===== src/rtl/fifo_stream_pkg.sv =====
// Shared types and default widths for the FIFO drain / byte stream path.
package fifo_stream_pkg;
  localparam int DEF_DATA_W = 32;
  localparam int DEF_BYTE_W = 8;

  typedef enum logic [1:0] {
    IDLE = 2'd0,
    LOAD = 2'd1,
    SEND = 2'd2
  } ser_state_t;
endpackage


===== src/rtl/ser_byte_sel.sv =====
// Combinational byte picker: returns symbol idx of a word, MSB-first or LSB-first.
module ser_byte_sel #(
  parameter int DATA_W    = 32,
  parameter int BYTE_W    = 8,
  parameter int MSB_FIRST = 1,
  parameter int IDX_W     = 2
) (
  input  logic [DATA_W-1:0] word,
  input  logic [IDX_W-1:0]  idx,
  output logic [BYTE_W-1:0] sel
);
  localparam int NB = DATA_W / BYTE_W;

  always_comb begin
    sel = '0;
    for (int k = 0; k < NB; k++) begin
      if (idx == IDX_W'(k)) begin
        if (MSB_FIRST != 0) sel = word[DATA_W-1-k*BYTE_W -: BYTE_W];
        else                sel = word[k*BYTE_W +: BYTE_W];
      end
    end
  end
endmodule


===== src/rtl/fifo_word_serializer.sv =====
// Pops one FIFO word at a time and streams it out as BYTE_W symbols over valid/ready.
// Optional SER_PARITY_EN adds a registered even-parity bit byte_par alongside byte_out.
module fifo_word_serializer
  import fifo_stream_pkg::*;
#(
  parameter int DATA_W    = DEF_DATA_W,
  parameter int BYTE_W    = DEF_BYTE_W,
  parameter int MSB_FIRST = 1,
  parameter int CNT_W     = 16
) (
  input  logic              Clk,
  input  logic              Rst,
  input  logic              EN,
  input  logic              fifo_empty,
  output logic              fifo_rd,
  input  logic [DATA_W-1:0] fifo_data,
  output logic [BYTE_W-1:0] byte_out,
  output logic              byte_valid,
  input  logic              byte_ready,
  output logic              busy,
  output logic [CNT_W-1:0]  words_sent,
`ifdef SER_PARITY_EN
  output logic              byte_par,
`endif
  output logic [1:0]        dbg_state
);
  localparam int NB    = DATA_W / BYTE_W;
  localparam int IDX_W = (NB > 1) ? $clog2(NB) : 1;
  localparam logic [IDX_W-1:0] LAST_IDX = IDX_W'(NB - 1);

  // Handshake: a byte moves on a posedge where byte_valid & byte_ready; once
  // byte_valid rises it stays high, with byte_out frozen, until that transfer.
  ser_state_t        state, state_nxt;
  logic [DATA_W-1:0] word_q;
  logic [IDX_W-1:0]  idx;
  logic [DATA_W-1:0] sel_word;
  logic [IDX_W-1:0]  sel_idx;
  logic [BYTE_W-1:0] sel_byte;
  logic              xfer;
  logic              last;

  assign xfer      = byte_valid & byte_ready;
  assign last      = (idx == LAST_IDX);
  assign dbg_state = state;

  always_ff @(posedge Clk) begin
    if (Rst) state <= IDLE;
    else     state <= state_nxt;
  end

  always_comb begin
    state_nxt = state;
    case (state)
      IDLE:    if (fifo_rd) state_nxt = LOAD;
      LOAD:    state_nxt = SEND;
      SEND:    if (xfer && last) state_nxt = IDLE;
      default: state_nxt = IDLE;
    endcase
  end

  // The LOAD path picks byte 0 straight from fifo_data; SEND picks the next byte of the held word.
  always_comb begin
    fifo_rd  = (state == IDLE) & EN & ~fifo_empty & ~Rst;
    busy     = (state != IDLE);
    sel_word = (state == LOAD) ? fifo_data : word_q;
    sel_idx  = (state == LOAD) ? '0 : idx + IDX_W'(1);
  end

  ser_byte_sel #(
    .DATA_W   (DATA_W),
    .BYTE_W   (BYTE_W),
    .MSB_FIRST(MSB_FIRST),
    .IDX_W    (IDX_W)
  ) u_sel (
    .word(sel_word),
    .idx (sel_idx),
    .sel (sel_byte)
  );

  always_ff @(posedge Clk) begin
    if (Rst) begin
      word_q     <= '0;
      idx        <= '0;
      byte_out   <= '0;
      byte_valid <= 1'b0;
      words_sent <= '0;
`ifdef SER_PARITY_EN
      byte_par   <= 1'b0;
`endif
    end else if (state == LOAD) begin
      word_q     <= fifo_data;
      idx        <= '0;
      byte_out   <= sel_byte;
      byte_valid <= 1'b1;
`ifdef SER_PARITY_EN
      byte_par   <= ^sel_byte;
`endif
    end else if (state == SEND && xfer) begin
      if (last) begin
        byte_valid <= 1'b0;
        words_sent <= words_sent + CNT_W'(1);
      end else begin
        idx      <= idx + IDX_W'(1);
        byte_out <= sel_byte;
`ifdef SER_PARITY_EN
        byte_par <= ^sel_byte;
`endif
      end
    end
  end
endmodule

===== config.mk =====
export PLATFORM = sky130hd
export DESIGN_NAME = fifo_word_serializer
export DESIGN_NICKNAME = d
export VERILOG_FILES = /design/src/rtl/fifo_stream_pkg.sv /design/src/rtl/ser_byte_sel.sv /design/src/rtl/fifo_word_serializer.sv
export SDC_FILE = /design/constraint.sdc
export NUM_CORES = 1
export LEC_CHECK = 0
export BUFFER_PORTS_ARGS = -buffer_cell sky130_fd_sc_hd__buf_4
export CORE_ASPECT_RATIO = 2
export CORE_MARGIN = 3
export CORE_UTILIZATION = 35
export DETAILED_ROUTE_END_ITERATION = 10
export GPL_TIMING_DRIVEN = 0
export SYNTH_ARGS = -nofsm -noshare
export SYNTH_HDL_FRONTEND = slang
export SYNTH_SLANG_ARGS = --single-unit

===== constraint.sdc =====
create_clock -name Clk -period 2.6 [get_ports Clk]
set_clock_uncertainty 0.15 [all_clocks]
set_input_delay 0.39 -clock Clk [delete_from_list [all_inputs] [get_ports Clk]]
set_output_delay 0.39 -clock Clk [all_outputs]
set_load 0.02 [all_outputs]

# Word level (Yosys, flattened, before mapping)
# Cells that the tools add are included.
# totals
reg_bits	61
in_bits	37
output_inout_bits	29
# classes
n_addsub	2
eq_ne	9
muxes	15
bitwise_logic	8
reduce_logical	13
# ops
op	n
8-bit two-way mux	7
32-bit two-way mux	1
16-bit by 1-bit adder with 16-bit output, second input constant	1
2-bit == test, second input constant	4
2-bit AND reduction	4
2-bit two-way mux	3
2-bit one-hot mux with 3 select lines	1
2-bit nonzero test	3
1-bit bitwise AND	4
2-bit by 1-bit == test with 1-bit output, second input constant	2
2-bit zero test	2
2-bit inequality test, second input constant	2
1-bit NOT	4
1-bit two-way mux	3
3-bit AND reduction	1
2-bit by 1-bit adder with 2-bit output, second input constant	1
1-bit logical AND	2
2-bit by 1-bit inequality test with 1-bit output, second input constant	1
2-bit OR reduction	1

# Longest topological paths before layout
# Gate-level depths: netlist (run 1).
# logic_depth
depth_word	10
mapped_depth	7
depth_no_buf	5

# Modules after synthesis
# Synthesis (run 1) repeated with hierarchy kept, for this count alone.
# unflattened
hier_cells	253
hier_area_um2	2730.1
# modules_own_cells
module	n_inst	cells_each	area_per_inst_um2	seq_area_each_um2
fifo_word_serializer	1	243	2533.7	1221.2
ser_byte_sel	1	10	196.4	0.0

# Worst setup path before layout (run 1)
# Ideal clock, no wire load.
# synth_path
path_kind	reg-to-output
start	reg state[1] (netlist: dbg_state[1])
end	out fifo_rd
arrival_ns	1.541
t_required_ns	2.060
slack_ns	0.519
stages_incl_launch_ff	3
path_cell_list	dfxtp_1 > or2_2 > nor4b_1
# synth_between
elab_chain_cells	4
# synth_lines
element	line_no	source
start, declared	fifo_word_serializer.sv:33	ser_state_t state, state_nxt;
start signal, assigned	fifo_word_serializer.sv:48	else state <= state_nxt;
2-bit zero test	fifo_word_serializer.sv:63	fifo_rd = (state == IDLE) & EN & ~fifo_empty & ~Rst;
1-bit bitwise AND (3 in series)	fifo_word_serializer.sv:63	
end, declared	fifo_word_serializer.sv:15	output logic fifo_rd,
# No other way between the ends.

# Worst setup path in the final report (run 1)
# layout_path
start	reg state[0] (netlist: dbg_state[0])
end	reg word_q[23]
# layout_between
elab_chain_cells	2
# layout_lines
element	line_no	source
2-bit by 1-bit == test with 1-bit output	fifo_word_serializer.sv:90	end else if (state == LOAD) begin
32-bit two-way mux	n/a	
end signal, assigned	fifo_word_serializer.sv:91	word_q <= fifo_data;
end, declared	fifo_word_serializer.sv:34	logic [DATA_W-1:0] word_q;
# No other way between the ends.
# A chain may end at the register's enable or synchronous reset.

==> flow_summary.yaml, run 1 <==
critical_path:
  critical_path.top_delay_family: "buffers and inverters"
  critPathSlowestCell: "buf_1"
  crit_buf_inv: 3
  rrSetupSlack_ns: 0.28
  worstPathRequired_ns: 2.70
  cpPeakStageDelay_ns: 0.46
  crit_top_cell: "clkbuf_1"
  cp-end-kind: "flip-flop"
  cp_max_fo: 10
  start_kind: "flip-flop"
  worst-setup-path-type: "reg2reg"
  crit_chain: "nor2b_1 > clkbuf_1 > clkbuf_1 > buf_1 > nand2_1 > a21oi_1"
  arrival_ns: 2.42
timing:
  finalHoldViolCount: 0
  holdWs_ns: 0.0818
  setup_tns_ns: 0
  maxSlewViolCount: 0
  finalWorstSetupSlack_ns: 0.280
  worstMarginPinSlew_ns: 0.610
  rsz0062_at_grt: "no"
  layout_min_cycle_time_ns: 2.32
  relSlewSlack: 0.589
  clock.fmax_mhz: 431
  setup_viol: 0
  period_share: 0.892
routing:
  routed_wl_um: 7360
  ant_nets: 0
  num_vias: 2586
  routedWlPerCell_um: 14.8
  first_pass_iters: 4
  drc: 0
  drt-vias-per-instance: 5.18
  drtIter0Drc: 91
finish:
  diodes: 0
  nets: 444
  post_route_cells_drive_above_1_share: 0.200
  syn_to_final_growth_pct: 32.8
  design_area_um2: 3460
floorplan:
  die_w_um: 67.0
  initial_core_util: 0.367
  pin_count: 66
  die_y_um: 128
  row_count: 43
  die-area_um2: 8570
  core_area_um2: 7100
synth:
  avgSynthCellArea_um2: 7.89
  synthesis.area_um2: 2600
  async_flop_share: 0
  synth_top_flop_cell: "dfxtp_1"
  syn_inst: 330
  ys_warn_count: 0
  synth_edf_count: 0
  ys_types: 32
  synth-seq-cells: 61
  yosysSeqAreaShare: 0.469
  yosys.area.top_type: "dfxtp_1"
  ys_top_cells_by_area: "dfxtp_1 (47%), nand2_1 (11%), a21oi_1 (7.5%)"
  synth_nets: 369
  netlist.area_leader.share: 0.469
  synth_commonest_cells: "nand2_1 (77), dfxtp_1 (61), a21oi_1 (39)"
  synth.most_common_cell: "nand2_1"
run_status:
  run_status: "completed"
clock_tree:
  postCtsSetupRepairBufs: 0
  numCtsBuffers: 9
  clk_latency_ns: 0.33
  clk_pin_slew_worst_paths_ns: 0.05
  clockBufferDepth: 2
  cts_tree: "done"
  cts_resized: 0
  cts-root-buf: "clkbuf_16"
  clock-sinks: 61
  cts-htree-levels: 3
  ctsHoldBuffers: 0
pwr:
  p_leak_uw: 0.00127
  vdd_ir_drop_max_mv: 0.356
  powerDensity_nw_per_um2: 634
place:
  portBuffers: 64
  dp_hpwl_um: 5760
  post-place-ws_ns: 0.307
  placed_area_um2: 3200
  finalWeightedCongestion: 0.890
global_routing:
  overflow: 0
  grt_pass1_wl_um: 11600
  grt_max_degree: 11
  antenna_found_initial: 0
  grtUsageTotal: 0.184
  grt_pass1_vias: 2499
flow_run:
  maxCapViolations: 0
worst_hold_path:
  hp-class: "in2reg"
## report_power, final
| part | switching [µW] | internal [µW] |
|---|---|---|
| clock network | 383 | 661 |
| logic | 91.2 | 77.5 |
| registers | 17.6 | 963 |
## metal layers
metal	up-vias	part of all wire	track usage
li1	1289	-	-
met1	1198	0.35	0.167
met2	79	0.55	0.338
met3	20	0.057	0.0553
met4	0	0.046	0.116
met5	-	0	0
## path summary, 6_finish.rpt
check | from | to | cells past startpoint
min reg2reg | word_q[25] | word_q[25] | 2
min | fifo_empty | dbg_state[0] | 2
max reg2reg | dbg_state[0] | word_q[23] | 6
max | dbg_state[0] | word_q[23] | 6
## sequential cells by signal (all words and copies together) (netlist names)
name and flops:
word_q 32, words_sent 16, byte_out 8, dbg_state 2, idx 2, byte_valid 1
## cell usage in the layout (no fill, tap or decap), drive strengths merged
cell	synthesis	final
nand2	77	77
buf	5	69
dfxtp	61	61
a21oi	39	39
clkbuf	19	32
nand3	23	23
nor2	21	21
o21ai	12	12
mux2i	10	10
xnor2	9	9
and3	7	7
a211oi	7	7
nor3	5	5
or3	4	4
inv	4	4
nor4	4	4
nor2b	3	3
o31ai	3	3
or4	3	3
nor4b	2	2
nand4	2	2
ha	2	2
clkinv	0	2
or2	1	1
nand2b	1	1
nand4b	1	1
o21bai	1	1
a41oi	1	1
and4	1	1
mux2	1	1
nand3b	1	1
## logic make-up (layout without fill, tap and decap cells)
kind of cell	Yosys count	count (layout)	synth area share
AND/OR/NAND/NOR	156	156	0.273
AO/OA/AOI/OAI	63	63	0.133
flip-flops	61	61	0.469
buffers and inverters	28	107	0.0423
multiplexers	11	11	0.0428
XOR/XNOR	9	9	0.0303
adder cells (fa/ha/maj)	2	2	0.00961
## final cells by class
cell class	count	area (µm²)
clock inverter	2	10.0
multi-input combinational	241	1270
timing repair buffer	64	480
buffer	24	95.1
sequential	61	1220
inverter	4	15.0
tap	90	113
fill	774	3640
clock buffer	13	250
## metrics by stage
step / std cells / power (µW) / utilization
after floorplan: 330 / 1080 / -
after global placement: 484 / 1170 / 0.450
after detailed placement: 484 / 1170 / 0.450
after CTS: 499 / 2220 / 0.487
after global routing: 499 / 2280 / 0.487
final: 499 / 2190 / 0.487
(Power assumes the default switching activity.)
==> inputs of run 2 (changes only) <==
--- a/config.mk
+++ b/config.mk
@@ -7,9 +7,12 @@
 export LEC_CHECK = 0
 export BUFFER_PORTS_ARGS = -buffer_cell sky130_fd_sc_hd__buf_4
+export CELL_PAD_IN_SITES_DETAIL_PLACEMENT = 0
+export CELL_PAD_IN_SITES_GLOBAL_PLACEMENT = 2
 export CORE_ASPECT_RATIO = 2
 export CORE_MARGIN = 3
-export CORE_UTILIZATION = 35
+export CORE_UTILIZATION = 29
 export DETAILED_ROUTE_END_ITERATION = 10
 export GPL_TIMING_DRIVEN = 0
+export PLACE_DENSITY_LB_ADDON = 0.1
 export SYNTH_ARGS = -nofsm -noshare
 export SYNTH_HDL_FRONTEND = slang
--- a/constraint.sdc
+++ b/constraint.sdc
@@ -3,3 +3,3 @@
 set_input_delay 0.39 -clock Clk [delete_from_list [all_inputs] [get_ports Clk]]
 set_output_delay 0.39 -clock Clk [all_outputs]
-set_load 0.02 [all_outputs]
+set_load 0.05 [all_outputs]
==> flow_summary.yaml, run 2 (synthesized netlist as in run 1, its figures left out) <==
run_status:
  run_status: "completed"
clock_tree:
  cts_tree: "done"
  numCtsBuffers: 9
  clockBufferDepth: 2
  cts-root-buf: "clkbuf_16"
  cts-htree-levels: 3
  clk_latency_ns: 0.33
  ctsHoldBuffers: 0
  clk_pin_slew_worst_paths_ns: 0.05
  clock-sinks: 61
routing:
  drt-vias-per-instance: 4.91
  drc: 0
  drtIter0Drc: 119
  routed_wl_um: 8130
  num_vias: 2501
  routedWlPerCell_um: 16.0
  first_pass_iters: 4
  ant_nets: 0
timing:
  holdWs_ns: 0.0932
  clock.fmax_mhz: 413
  finalWorstSetupSlack_ns: 0.178
  period_share: 0.932
  rsz0062_at_grt: "no"
  setup_viol: 0
  layout_min_cycle_time_ns: 2.42
  relSlewSlack: 0.439
  maxSlewViolCount: 0
  finalHoldViolCount: 0
  setup_tns_ns: 0
  worstMarginPinSlew_ns: 0.832
worst_hold_path:
  worstHoldStart: "fifo_empty"
  holdPathEnd: "dbg_state[0]"
  hp-class: "in2reg"
  min_path_cells: 2
critical_path:
  reg2regPathDepth: 6
  crit_buf_inv: 2
  timing.rr.end: "byte_out[3]"
  cp_max_fo: 10
  cp-end-kind: "flip-flop"
  crit_chain: "nand4b_1 > buf_2 > o21ai_0 > buf_2 > and3_1 > a211oi_1"
  rr_startpoint: "dbg_state[1]"
  crit_top_cell: "buf_2"
  cpPeakStageDelay_ns: 0.67
  rrSetupSlack_ns: 0.18
  start_kind: "flip-flop"
  critPathSlowestCell: "o21ai_0"
  arrival_ns: 2.46
  worstPathRequired_ns: 2.64
  critical_path.top_delay_family: "compound AO/OA/AOI/OAI gates"
  worst-setup-path-type: "reg2reg"
flow_run:
  maxCapViolations: 0
finish:
  diodes: 0
  final_cell_mix: "nand2_1 (77), buf_4 (64), dfxtp_1 (61), a21oi_1 (39), nand3_1 (23)"
  reg.largest.list: "word_q x32, words_sent x16, byte_out x8"
  final_common_cell: "nand2_1"
  syn_to_final_growth_pct: 34.3
  top_register: "word_q"
  post_route_cells_drive_above_1_share: 0.208
  largest_reg_flops: 32
  nets: 444
  design_area_um2: 3500
place:
  portBuffers: 64
  post-place-ws_ns: 0.154
  finalWeightedCongestion: 0.758
  placed_area_um2: 3220
  dp_hpwl_um: 6210
pwr:
  powerDensity_nw_per_um2: 657
  p_leak_uw: 0.00128
  vdd_ir_drop_max_mv: 0.307
global_routing:
  grt_max_degree: 11
  antenna_found_initial: 0
  overflow: 0
  grtUsageTotal: 0.170
  grt_pass1_vias: 2539
  grt_pass1_wl_um: 13000
floorplan:
  initial_core_util: 0.299
  row_count: 48
  pin_count: 66
  die_y_um: 140
  core_area_um2: 8710
  die-area_um2: 10200
  die_w_um: 73
## run 2: changes by cell type in the layout (fill, tap and decap cells not counted)
cell | before | now
clkbuf_1 | 21 | 20
nor4b_1 | 2 | 1
clkbuf_8 | 1 | 3
nor4b_2 | 0 | 1
clkbuf_2 | 1 | 2
clkinv_2 | 2 | 1
buf_1 | 2 | 1
## run 2: worst register-to-register path, stage by stage (launching register included)
cell      delay, ns
dfxtp_1        0.43
nand4b_1       0.17
buf_2          0.22
o21ai_0        0.68
buf_2          0.38
and3_1         0.19
a211oi_1       0.06
## run 2: worst max-delay path by stage
stage                             from          end  slack [ns]  cells past startpoint
after floorplan           dbg_state[1]      fifo_rd        0.09                      2
after global placement    dbg_state[0]    word_q[0]        0.14                      6
after detailed placement  dbg_state[0]    word_q[0]        0.15                      6
after CTS                 dbg_state[0]    word_q[0]        0.13                      6
after global routing      dbg_state[0]   word_q[12]       0.004                      6
final                     dbg_state[1]  byte_out[3]        0.18                      6
## run 2: stage by stage
stage,cells,util,total power [µW]
4_1_cts,509,0.401,2330
2_1_floorplan,330,-,1110
3_3_place_gp,494,0.369,1200
3_5_place_dp,494,0.369,1200
5_1_grt,509,0.401,2400
6_report,509,0.401,2300
## run 2: routing by layer
metal  vias to the layer above  global-route usage  part of all wire
met5                         -                   0                 0
met4                         0              0.0720             0.023
met3                        11              0.0467             0.043
met2                        57               0.317              0.56
met1                      1150               0.168              0.37
li1                       1283                   -                 -
## run 2: cell type report
| cell class | count | area (µm²) |
|---|---|---|
| sequential | 61 | 1220 |
| inverter | 4 | 15.0 |
| buffer | 24 | 96.3 |
| clock inverter | 1 | 5.00 |
| fill | 929 | 5210 |
| tap | 100 | 125 |
| multi-input combinational | 241 | 1280 |
| clock buffer | 14 | 274 |
| timing repair buffer | 64 | 480 |
## run 2: repair_timing
action,in CTS,in global routing
endpoints found under the setup margin,0,7
setup buffers,0,0
gates resized for setup,0,1
## run 2: where the power goes
part	internal (µW)	leakage, µW	switching [µW]
Combinational	78.4	0.000652	119
Sequential	963	0.000494	18.6
Clock	716	0.000139	403
==> inputs of run 3 (changes only) <==
--- a/constraint.sdc
+++ b/constraint.sdc
@@ -3,3 +3,3 @@
 set_input_delay 0.39 -clock Clk [delete_from_list [all_inputs] [get_ports Clk]]
 set_output_delay 0.39 -clock Clk [all_outputs]
-set_load 0.05 [all_outputs]
+set_load 0.02 [all_outputs]
==> flow_summary.yaml, run 3 (synthesized netlist as in run 1, its figures left out) <==
timing:
  setup_tns_ns: 0
  layout_min_cycle_time_ns: 2.41
  holdWs_ns: 0.0835
  setup_viol: 0
  finalHoldViolCount: 0
  relSlewSlack: 0.418
  rsz0062_at_grt: "no"
  finalWorstSetupSlack_ns: 0.190
  maxSlewViolCount: 0
  clock.fmax_mhz: 415
  period_share: 0.927
  worstMarginPinSlew_ns: 0.864
clock_tree:
  cts-htree-levels: 3
  postCtsSetupRepairBufs: 0
  numCtsBuffers: 9
  clock-sinks: 61
  cts_resized: 0
  clockBufferDepth: 2
  cts_tree: "done"
  clk_latency_ns: 0.33
  clk_pin_slew_worst_paths_ns: 0.05
  cts-root-buf: "clkbuf_16"
  ctsHoldBuffers: 0
finish:
  fill_cells: 937
  syn_to_final_growth_pct: 33.0
  design_area_um2: 3460
  largest_reg_flops: 32
  final_common_cell: "nand2_1"
  nets: 444
  reg.largest.list: "word_q x32, words_sent x16, byte_out x8"
  final_cell_mix: "nand2_1 (77), buf_4 (64), dfxtp_1 (61), a21oi_1 (39)"
  post_route_cells_drive_above_1_share: 0.198
  diodes: 0
  top_register: "word_q"
routing:
  drc: 0
  first_pass_iters: 4
  routed_wl_um: 8060
  drtIter0Drc: 75
  ant_nets: 0
  drt-vias-per-instance: 4.95
  routedWlPerCell_um: 15.8
  num_vias: 2523
place:
  dp_hpwl_um: 6180
  post-place-ws_ns: 0.166
  placed_area_um2: 3210
  finalWeightedCongestion: 0.772
  portBuffers: 64
global_routing:
  grt_pass1_wl_um: 13000
  grt_pass1_vias: 2502
  grtUsageTotal: 0.170
  antenna_found_initial: 0
  grt_max_degree: 11
  overflow: 0
critical_path:
  start_kind: "flip-flop"
  cp-end-kind: "flip-flop"
  cp_max_fo: 10
  arrival_ns: 2.44
  worst-setup-path-type: "reg2reg"
  worstPathRequired_ns: 2.63
pwr:
  p_leak_uw: 0.00127
  powerDensity_nw_per_um2: 632
  vdd_ir_drop_max_mv: 0.337
floorplan:
  die_w_um: 73
  initial_core_util: 0.299
  die_y_um: 140
  core_area_um2: 8710
  die-area_um2: 10200
  row_count: 48
  pin_count: 66
run_status:
  run_status: "completed"
worst_hold_path:
  hp-class: "in2reg"
flow_run:
  maxCapViolations: 0
[run 3: layer usage]
layer / track usage / routed length [µm] / vias up
li1: - / - / 1281
met1: 0.179 / 2930 / 1153
met2: 0.303 / 4520 / 76
met3: 0.0532 / 442 / 13
met4: 0.0700 / 166 / 0
met5: 0 / 0 / -
[run 3: area by class of cell]
class,count,area [µm²],share of cell area
multi-input cells,241,1270,0.367
flip-flops and latches,61,1220,0.353
repair buffers,64,480,0.139
clock buffers,14,244,0.0704
well taps,100,125,0.0361
plain buffers,24,95.1,0.0275
inverters,4,15.0,0.00434
clock inverters,2,10.0,0.00289
[run 3: final timing paths]
| path | start | end | slack (ns) | cells past startpoint |
|---|---|---|---|---|
| max reg2reg | dbg_state[1] | byte_out[3] | 0.19 | 6 |
| max | dbg_state[1] | byte_out[3] | 0.19 | 6 |
| min reg2reg | word_q[26] | word_q[26] | 0.30 | 2 |
| min | fifo_empty | dbg_state[0] | 0.08 | 2 |
[run 3: worst max-delay path, stage by stage, from the launching register on]
cell and delay [ns]:
dfxtp_1 0.42, nand4b_1 0.16, buf_2 0.22, o21ai_0 0.70
buf_2 0.37, and3_1 0.18, a211oi_1 0.07
[run 3: where the power goes]
part | switching [µW] | internal (µW)
logic | 92.1 | 77.5
registers | 18.3 | 963
clock network | 396 | 642
[run 3: through the flow]
stage / power, µW / instances / utilization
floorplan: 1080 / 330 / -
global placement: 1170 / 494 / 0.369
detailed placement: 1170 / 494 / 0.369
CTS: 2230 / 510 / 0.398
global route: 2290 / 510 / 0.398
finish: 2190 / 510 / 0.398
